$ cat config.mk
export PLATFORM = sky130hd
export DESIGN_NAME = cache_ctrl
export DESIGN_NICKNAME = d
export VERILOG_FILES = /design/src/rtl/cache_ctrl.sv
export SDC_FILE = /design/constraint.sdc
export NUM_CORES = 1
export LEC_CHECK = 0
export ABC_AREA = 1
export CORE_MARGIN = 2
export CORE_UTILIZATION = 40
export CTS_BUF_LIST = sky130_fd_sc_hd__clkbuf_4
export DETAILED_ROUTE_END_ITERATION = 8
export PLACE_DENSITY = 0.63
export SLEW_MARGIN = 20
export SYNTH_ARGS = -nofsm -noshare
export SYNTH_HDL_FRONTEND = slang
export SYNTH_SLANG_ARGS = --single-unit
export TNS_END_PERCENT = 100
$ cat constraint.sdc
create_clock -name clk_1 -period 3.81 [get_ports clk_1]
set_input_delay 0.762 -clock clk_1 [delete_from_list [all_inputs] [get_ports clk_1]]
set_output_delay 0.762 -clock clk_1 [all_outputs]
set_load 0.005 [all_outputs]
$ cat src/rtl/cache_ctrl.sv
// Sequencer between a CPU byte bus, a 128-byte direct-mapped cache and main memory.
// Reads look up the cache first; writes go through to memory and allocate into the cache.
module cache_ctrl #(
  parameter int unsigned TIMEOUT = 64,
  parameter int unsigned CNT_W   = 16
) (
  input  logic             clk_1,
  input  logic             rst,
  input  logic             cpu_req,
  input  logic             cpu_we,
  input  logic [15:0]      cpu_addr,
  input  logic [7:0]       cpu_wdata,
  output logic [7:0]       cpu_rdata,
  output logic             cpu_ready,
  output logic             cpu_err,
  output logic             busy,
  output logic [15:0]      cache_addr,
  output logic             cache_w_rd,
  output logic [7:0]       cache_wdata,
  input  logic [7:0]       cache_rdata,
  input  logic             cache_hit,
  output logic             mem_req,
  output logic             mem_we,
  output logic [15:0]      mem_addr,
  output logic [7:0]       mem_wdata,
  input  logic [7:0]       mem_rdata,
  input  logic             mem_ack,
  output logic [CNT_W-1:0] hit_cnt,
  output logic [CNT_W-1:0] miss_cnt
);

  localparam int unsigned TO_W    = (TIMEOUT > 1) ? $clog2(TIMEOUT + 1) : 1;
  localparam int unsigned TO_LAST = (TIMEOUT > 0) ? TIMEOUT - 1 : 0;

  typedef enum logic [2:0] {
    IDLE, LOOKUP, CHECK, MEM_RD, MEM_WR, FILL, DONE
  } state_e;

  state_e           state_q, state_d;
  logic [15:0]      addr_q, addr_d;
  logic [7:0]       wdata_q, wdata_d;
  logic [TO_W-1:0]  to_q, to_d;
  logic [7:0]       rdata_q, rdata_d;
  logic             ready_q, ready_d;
  logic             err_q, err_d;
  logic             busy_q, busy_d;
  logic [15:0]      c_addr_q, c_addr_d;
  logic             c_wr_q, c_wr_d;
  logic [7:0]       c_wdata_q, c_wdata_d;
  logic             m_req_q, m_req_d;
  logic             m_we_q, m_we_d;
  logic [15:0]      m_addr_q, m_addr_d;
  logic [7:0]       m_wdata_q, m_wdata_d;
  logic [CNT_W-1:0] hit_q, hit_d;
  logic [CNT_W-1:0] miss_q, miss_d;

  function automatic logic [CNT_W-1:0] sat_inc(input logic [CNT_W-1:0] v);
    return (&v) ? v : v + 1'b1;
  endfunction

  always_ff @(posedge clk_1 or negedge rst) begin
    if (!rst) begin
      state_q   <= IDLE;
      addr_q    <= '0;
      wdata_q   <= '0;
      to_q      <= '0;
      rdata_q   <= '0;
      ready_q   <= 1'b0;
      err_q     <= 1'b0;
      busy_q    <= 1'b0;
      c_addr_q  <= '0;
      c_wr_q    <= 1'b0;
      c_wdata_q <= '0;
      m_req_q   <= 1'b0;
      m_we_q    <= 1'b0;
      m_addr_q  <= '0;
      m_wdata_q <= '0;
      hit_q     <= '0;
      miss_q    <= '0;
    end else begin
      state_q   <= state_d;
      addr_q    <= addr_d;
      wdata_q   <= wdata_d;
      to_q      <= to_d;
      rdata_q   <= rdata_d;
      ready_q   <= ready_d;
      err_q     <= err_d;
      busy_q    <= busy_d;
      c_addr_q  <= c_addr_d;
      c_wr_q    <= c_wr_d;
      c_wdata_q <= c_wdata_d;
      m_req_q   <= m_req_d;
      m_we_q    <= m_we_d;
      m_addr_q  <= m_addr_d;
      m_wdata_q <= m_wdata_d;
      hit_q     <= hit_d;
      miss_q    <= miss_d;
    end
  end

  // Outputs are registered on entry to the state that owns them, so each
  // state sees its own outputs for exactly the cycles it is resident.
  always_comb begin
    state_d   = state_q;
    addr_d    = addr_q;
    wdata_d   = wdata_q;
    to_d      = to_q;
    rdata_d   = rdata_q;
    ready_d   = 1'b0;
    err_d     = 1'b0;
    c_addr_d  = c_addr_q;
    c_wr_d    = 1'b0;
    c_wdata_d = c_wdata_q;
    m_req_d   = m_req_q;
    m_we_d    = m_we_q;
    m_addr_d  = m_addr_q;
    m_wdata_d = m_wdata_q;
    hit_d     = hit_q;
    miss_d    = miss_q;
    case (state_q)
      IDLE: begin
        if (cpu_req) begin
          addr_d  = cpu_addr;
          wdata_d = cpu_wdata;
          if (cpu_we) begin
            state_d   = MEM_WR;
            m_req_d   = 1'b1;
            m_we_d    = 1'b1;
            m_addr_d  = cpu_addr;
            m_wdata_d = cpu_wdata;
            to_d      = '0;
          end else begin
            state_d  = LOOKUP;
            c_addr_d = cpu_addr;
          end
        end
      end
      LOOKUP: state_d = CHECK;
      CHECK: begin
        if (cache_hit) begin
          rdata_d = cache_rdata;
          ready_d = 1'b1;
          hit_d   = sat_inc(hit_q);
          state_d = IDLE;
        end else begin
          miss_d   = sat_inc(miss_q);
          state_d  = MEM_RD;
          m_req_d  = 1'b1;
          m_we_d   = 1'b0;
          m_addr_d = addr_q;
          to_d     = '0;
        end
      end
      MEM_RD, MEM_WR: begin
        // An ack in the final allowed cycle still completes normally.
        if (mem_ack) begin
          m_req_d   = 1'b0;
          c_wr_d    = 1'b1;
          c_addr_d  = addr_q;
          c_wdata_d = (state_q == MEM_RD) ? mem_rdata : wdata_q;
          state_d   = FILL;
        end else if ((TIMEOUT != 0) && (to_q == TO_W'(TO_LAST))) begin
          m_req_d = 1'b0;
          ready_d = 1'b1;
          err_d   = 1'b1;
          rdata_d = 8'hFF;
          state_d = IDLE;
        end else if (TIMEOUT != 0) begin
          to_d = to_q + 1'b1;
        end
      end
      FILL: state_d = DONE;
      DONE: begin
        // The fill data is still held on the cache write-data register.
        rdata_d = c_wdata_q;
        ready_d = 1'b1;
        state_d = IDLE;
      end
      default: state_d = IDLE;
    endcase
    busy_d = (state_d != IDLE);
  end

  assign cpu_rdata   = rdata_q;
  assign cpu_ready   = ready_q;
  assign cpu_err     = err_q;
  assign busy        = busy_q;
  assign cache_addr  = c_addr_q;
  assign cache_w_rd  = c_wr_q;
  assign cache_wdata = c_wdata_q;
  assign mem_req     = m_req_q;
  assign mem_we      = m_we_q;
  assign mem_addr    = m_addr_q;
  assign mem_wdata   = m_wdata_q;
  assign hit_cnt     = hit_q;
  assign miss_cnt    = miss_q;

endmodule

# After elaboration in Yosys (flattened, before gate mapping)
# Cells that the tools add are included.
dict set report totals {
  memories 0
  latchBits 0
  mem_bits_ro 0
  ramBits 0
  register_bits 128
}
dict set report op_classes {
  n_addsub 3
  n_shift 0
  muxes 40
  reduce_logical 19
  eq_ne 17
  order_cmp 0
  n_mul 0
  n_bitwise 3
  n_div 0
}
# op n
set op_table {}
lappend op_table {{$mux 16} 6}
lappend op_table {{$pmux 16 s2} 2}
lappend op_table {{$mux 7} 5}
lappend op_table {{$add 16x1->16 const B} 2}
lappend op_table {{$mux 8} 4}
lappend op_table {{$reduce_and 16->1} 2}
lappend op_table {{$pmux 8 s3} 1}
lappend op_table {{$pmux 7 s3} 1}
lappend op_table {{$ne 2x2->1 const B} 9}
lappend op_table {{$pmux 3 s5} 1}
lappend op_table {{$mux 1} 12}
lappend op_table {{$mux 3} 4}
lappend op_table {{$reduce_and 4->1} 3}
lappend op_table {{$eq 3x3->1 const B} 3}
lappend op_table {{$reduce_and 3->1} 3}
lappend op_table {{$reduce_bool 3->1} 3}
lappend op_table {{$add 7x1->7 const B} 1}
lappend op_table {{$eq 7x6->1 const B} 1}
lappend op_table {{$eq 3x2->1 const B} 2}
lappend op_table {{$pmux 1 s3} 2}
lappend op_table {{$reduce_and 6->1} 1}
lappend op_table {{$reduce_and 5->1} 1}
lappend op_table {{$reduce_and 2->1} 2}
lappend op_table {{$reduce_bool 2->1} 2}
lappend op_table {{other kinds (7)} 9}

# Depth between registers and ports, before layout
dict set report depth {
  ltp_word 5
  ltp_mapped 10
  depth_no_buf 9
}

# Worst setup path before layout
# OpenSTA, ideal clock, no wires.
dict set report synth_path {
  kind {register -> register}
  startpoint {reg hit_q[0], in the netlist hit_cnt[0]}
  endpoint {reg hit_q[8], in the netlist hit_cnt[8]}
  path_stages_with_launch 10
  synth_period_minus_slack_ns 1.639
  setup_time_ns 0.118
  slack_ns 2.171
  t_arrival_ns 1.521
  cell_sequence {dfrtp_1 -> ha_1 -> nand2_1 -> nor2_2 -> nand3_1 -> nand2_2 -> nand2_2 -> buf_6 -> nand2_1 -> o21ai_2}
}
dict set report synth_via {
  elab_chain_len 3
  elab_cells_between_ends 4
  classes_between {1 x add/sub; 1 x bitwise; 2 x reduce/logical}
}
# element line
set synth_lines {}
lappend synth_lines {{start, declared} 54} ;# logic [CNT_W-1:0] hit_q, hit_d;
lappend synth_lines {{start signal, assigned} 96} ;# hit_q <= hit_d;
lappend synth_lines {{branches (longest 3 deep; another with $add 16x1->16)} -}
# Several ways; the timed one is not identified.
# A chain may end at the register's enable or synchronous reset.

# Final worst setup path
dict set report layout_path {
  startpoint {in cpu_req}
  endpoint {reg c_addr_q[6], in the netlist cache_addr[6]}
}
dict set report layout_via {
  elab_chain_len 2
}
# element line
set layout_lines {}
lappend layout_lines {{start, declared} 9} ;# input logic cpu_req,
lappend layout_lines {{$ne 2x2->1 (no line)} -}
lappend layout_lines {{$reduce_and 4->1 (no line)} -}
lappend layout_lines {{end signal, assigned} 89} ;# c_addr_q <= c_addr_d;
lappend layout_lines {{end, declared} 47} ;# logic [15:0] c_addr_q, c_addr_d;
# Every way passes these cells.

==> results.cfg <==
[global_route]
antenna_found_initial = 1
grt_max_degree = 76
grt-ovfl-total = 0
grt_usage_pct = 19.74
grt_pass1_wl_mm = 26.10
first_global_vias = 5117

[hold_path]
min-delay-path-class = in -> async

[floorplanning]
dieArea_mm2 = 0.01712
die_x_um = 130.8
initial_core_util_pct = 40.65
core_area_mm2 = 0.01583
pin_count = 140
fp-row-count = 46
fp.dieH_um = 130.8

[placement]
dp_cells = 1147
gp_congestion = 0.8171
io_buffers = 139
dp_hpwl_mm = 11.67

[yosys]
synthCells = 814
ys_ff_latch = 128
netlist_area_mm2 = 0.006434
syn_nets = 863
ys_types = 31
synth.avg_cell_area_um2 = 7.904
ys_seq_area_share_pct = 49.79
synth_warnings = 0

[sta]
maxSlewHeadroom_pct = 53.80
setup_viol = 0
hold_violations = 0
skew_ns = 0.01553
rsz0062_at_grt = no
tns_ns = 0
maxClockFrequency_ghz = 0.4240
finalCritPeriodShare_pct = 61.90
final-max-slew-violation-count = 0
layout_min_cycle_time_ns = 2.358
tightest_slew_ns = 0.6930

[route]
avgRoutedWirePerCell_um = 13.67
drc = 0
postRouteAntennaNets = 0
wl_met2_mm = 7.505
viasPerCell = 4.700
met1_length_mm = 7.703
highest_layer = met4
drtIter0Drc = 348
vias = 5537
wl_met3_um = 692
first_pass_iters = 5
drt-total-wl_mm = 16.10

[setup_path]
worstReg2RegEnd = cache_addr[6]$_DFFE_PN0P_
reg2reg_slack_ns = 1.46
crit_fanout = 35
rr_worst_depth = 7
reg2reg_from = state_q[1]$_DFF_PN0_
critPathRequiredTime_ns = 4.28
worst_ep_arrival_time_ns = 2.83
cp-start-kind = input pin
critical_path.endpoint_type = register
critPathKind = in -> reg

[finish]
layoutNonFillerInstCount = 1178
final_nets = 999
drive_gt1_share_pct = 7.076
syn_to_final_growth_pct = 27.21
nFillCells = 1528

[clocking]
ctsResizeCount = 0
htreeDepth = 4
worstSkewPairLatency_ns = 0.53
cts.sinks = 128
cts_tree = yes
cts_inserted_buffers = 17
post-cts-setup-buffers = 0
clock_path_buffers = 2
cts_root_buf = clkbuf_4
clk_pin_slew_ns = 0.11
ctsHoldBuffers = 0

[flow_run]
drv_cap = 0

[power]
ir_worst_vdd_uv = 361.7
powerDensity_mw_per_mm2 = 706.9
p_leak_nw = 3.852

[outcome]
status = complete, no violations
==> cell families (layout without fill, tap and decap cells) <==
family,Yosys count,count (layout),synth area share [%]
flops,128,128,49.79
compound gates,101,101,8.907
simple gates,470,470,31.54
fa+ha+maj,3,3,0.5835
buf+inv,92,239,6.457
xor+xnor,20,20,2.723
other cells,0,1,0
==> worst max path at each step <==
stage                           endpoint                    start  depth (start not counted)
2_1_floorplan     hit_cnt[8]$_DFFE_PN0P_   hit_cnt[0]$_DFFE_PN0P_                          9
3_3_place_gp   cache_addr[2]$_DFFE_PN0P_                  cpu_req                          7
3_5_place_dp   cache_addr[6]$_DFFE_PN0P_                  cpu_req                          7
4_1_cts                      miss_cnt[0]  miss_cnt[0]$_DFFE_PN0P_                          1
5_1_grt        cache_addr[3]$_DFFE_PN0P_     state_q[1]$_DFF_PN0_                          7
6_report       cache_addr[6]$_DFFE_PN0P_                  cpu_req                          7
==> sequential cells by signal, indices dropped and copies added (netlist names) <==
register and cells:
cpu_err 1, cache_wdata 8, wdata_q 8, busy 1
mem_we 1, cpu_rdata 8, cache_addr 16, state_q 3
mem_req 1, hit_cnt 16, miss_cnt 16, cpu_ready 1
mem_addr 16, mem_wdata 8, addr_q 16, to_q 7
cache_w_rd 1
==> per-stage QoR <==
stage | setup slack, ns | total power, mW | hold WS, ns | util (%) | cell area (µm²)
after floorplan | 2.171 | 3.778 | 0.4534 | - | 6434
after global placement | 1.004 | 4.982 | 0.4571 | 50.25 | 7954
after detailed placement | 0.9511 | 5.015 | 0.4610 | 50.25 | 7954
after CTS | 1.429 | 5.840 | 0.2336 | 51.69 | 8182
after global routing | 1.259 | 6.261 | 0.2421 | 51.71 | 8184
final | 1.452 | 5.785 | 0.2313 | 51.71 | 8184
==> area by class of cell <==
cell class                 count  area, µm²  area share, %
antenna                        1      2.502        0.03058
clock buffer                  21      157.7          1.926
inverter                      68      257.7          3.149
clock inverter                 9      70.07         0.8561
timing repair buffer         141       1408          17.20
multi-input combinational    594       2815          34.40
sequential                   128       3203          39.14
tap                          216      270.3          3.302
==> metal layers <==
layer | global-route usage, % | vias up
met5 | 0 | -
met3 | 5.212 | 15
li1 | - | 2869
met2 | 30.21 | 102
met1 | 27.75 | 2551
met4 | 5.757 | 0
==> cell usage after synthesis <==
cell type  number  area share (%)
a21oi_1         7            0.54
a31oi_1         8            0.78
buf_2           9            0.70
buf_4           5            0.58
buf_6           5            0.88
clkbuf_1        5            0.29
clkinv_1        1           0.058
dfrtp_1       128              50
ha_1            3            0.58
inv_1          63             3.7
inv_2           3            0.18
inv_4           1           0.097
nand2_1       322              19
nand2_2         6            0.58
nand2_4         5            0.88
nand3_1        58             4.5
nand3_2         1            0.16
nand3_4         2            0.54
nand4_1        10            0.97
nor2_1         54             3.2
nor2_2          4            0.39
nor2_4          5            0.88
nor2_8          2            0.62
nor3_1          1           0.078
o211ai_1       10             1.2
o21ai_0        58             4.5
o21ai_1         9            0.70
o21ai_2         8             1.1
o21bai_1        1            0.12
xnor2_1         2            0.27
xor2_1         18             2.5
==> worst max-delay path, cell delays in order <==
cell and delay [ns]:
clkdlybuf4s50_1 0.47, inv_1 0.10, nor2_8 0.37, nand2_1 0.39, nand2_2 0.47, o211ai_1 0.16, nand2_1 0.09
==> cell usage in the layout (no fill, tap or decap), types with 8 or more instances in the layout <==
cell type,count
dfrtp_1,128
nand2_1,322
o211ai_1,10
nand3_1,58
inv_1,63
clkbuf_4,21
o21ai_0,58
clkdlybuf4s50_1,138
o21ai_2,8
o21ai_1,9
xor2_1,18
a31oi_1,8
nor2_1,54
nand4_1,10
==> power by group <==
part           internal (mW)  switching, mW  total [mW]
Combinational           1.25           1.37        2.62
Clock                  0.335          0.484       0.819
Sequential              1.92          0.429        2.35
Total                   3.50           2.28        5.79
Note: power is estimated with default switching activity, not from simulation.
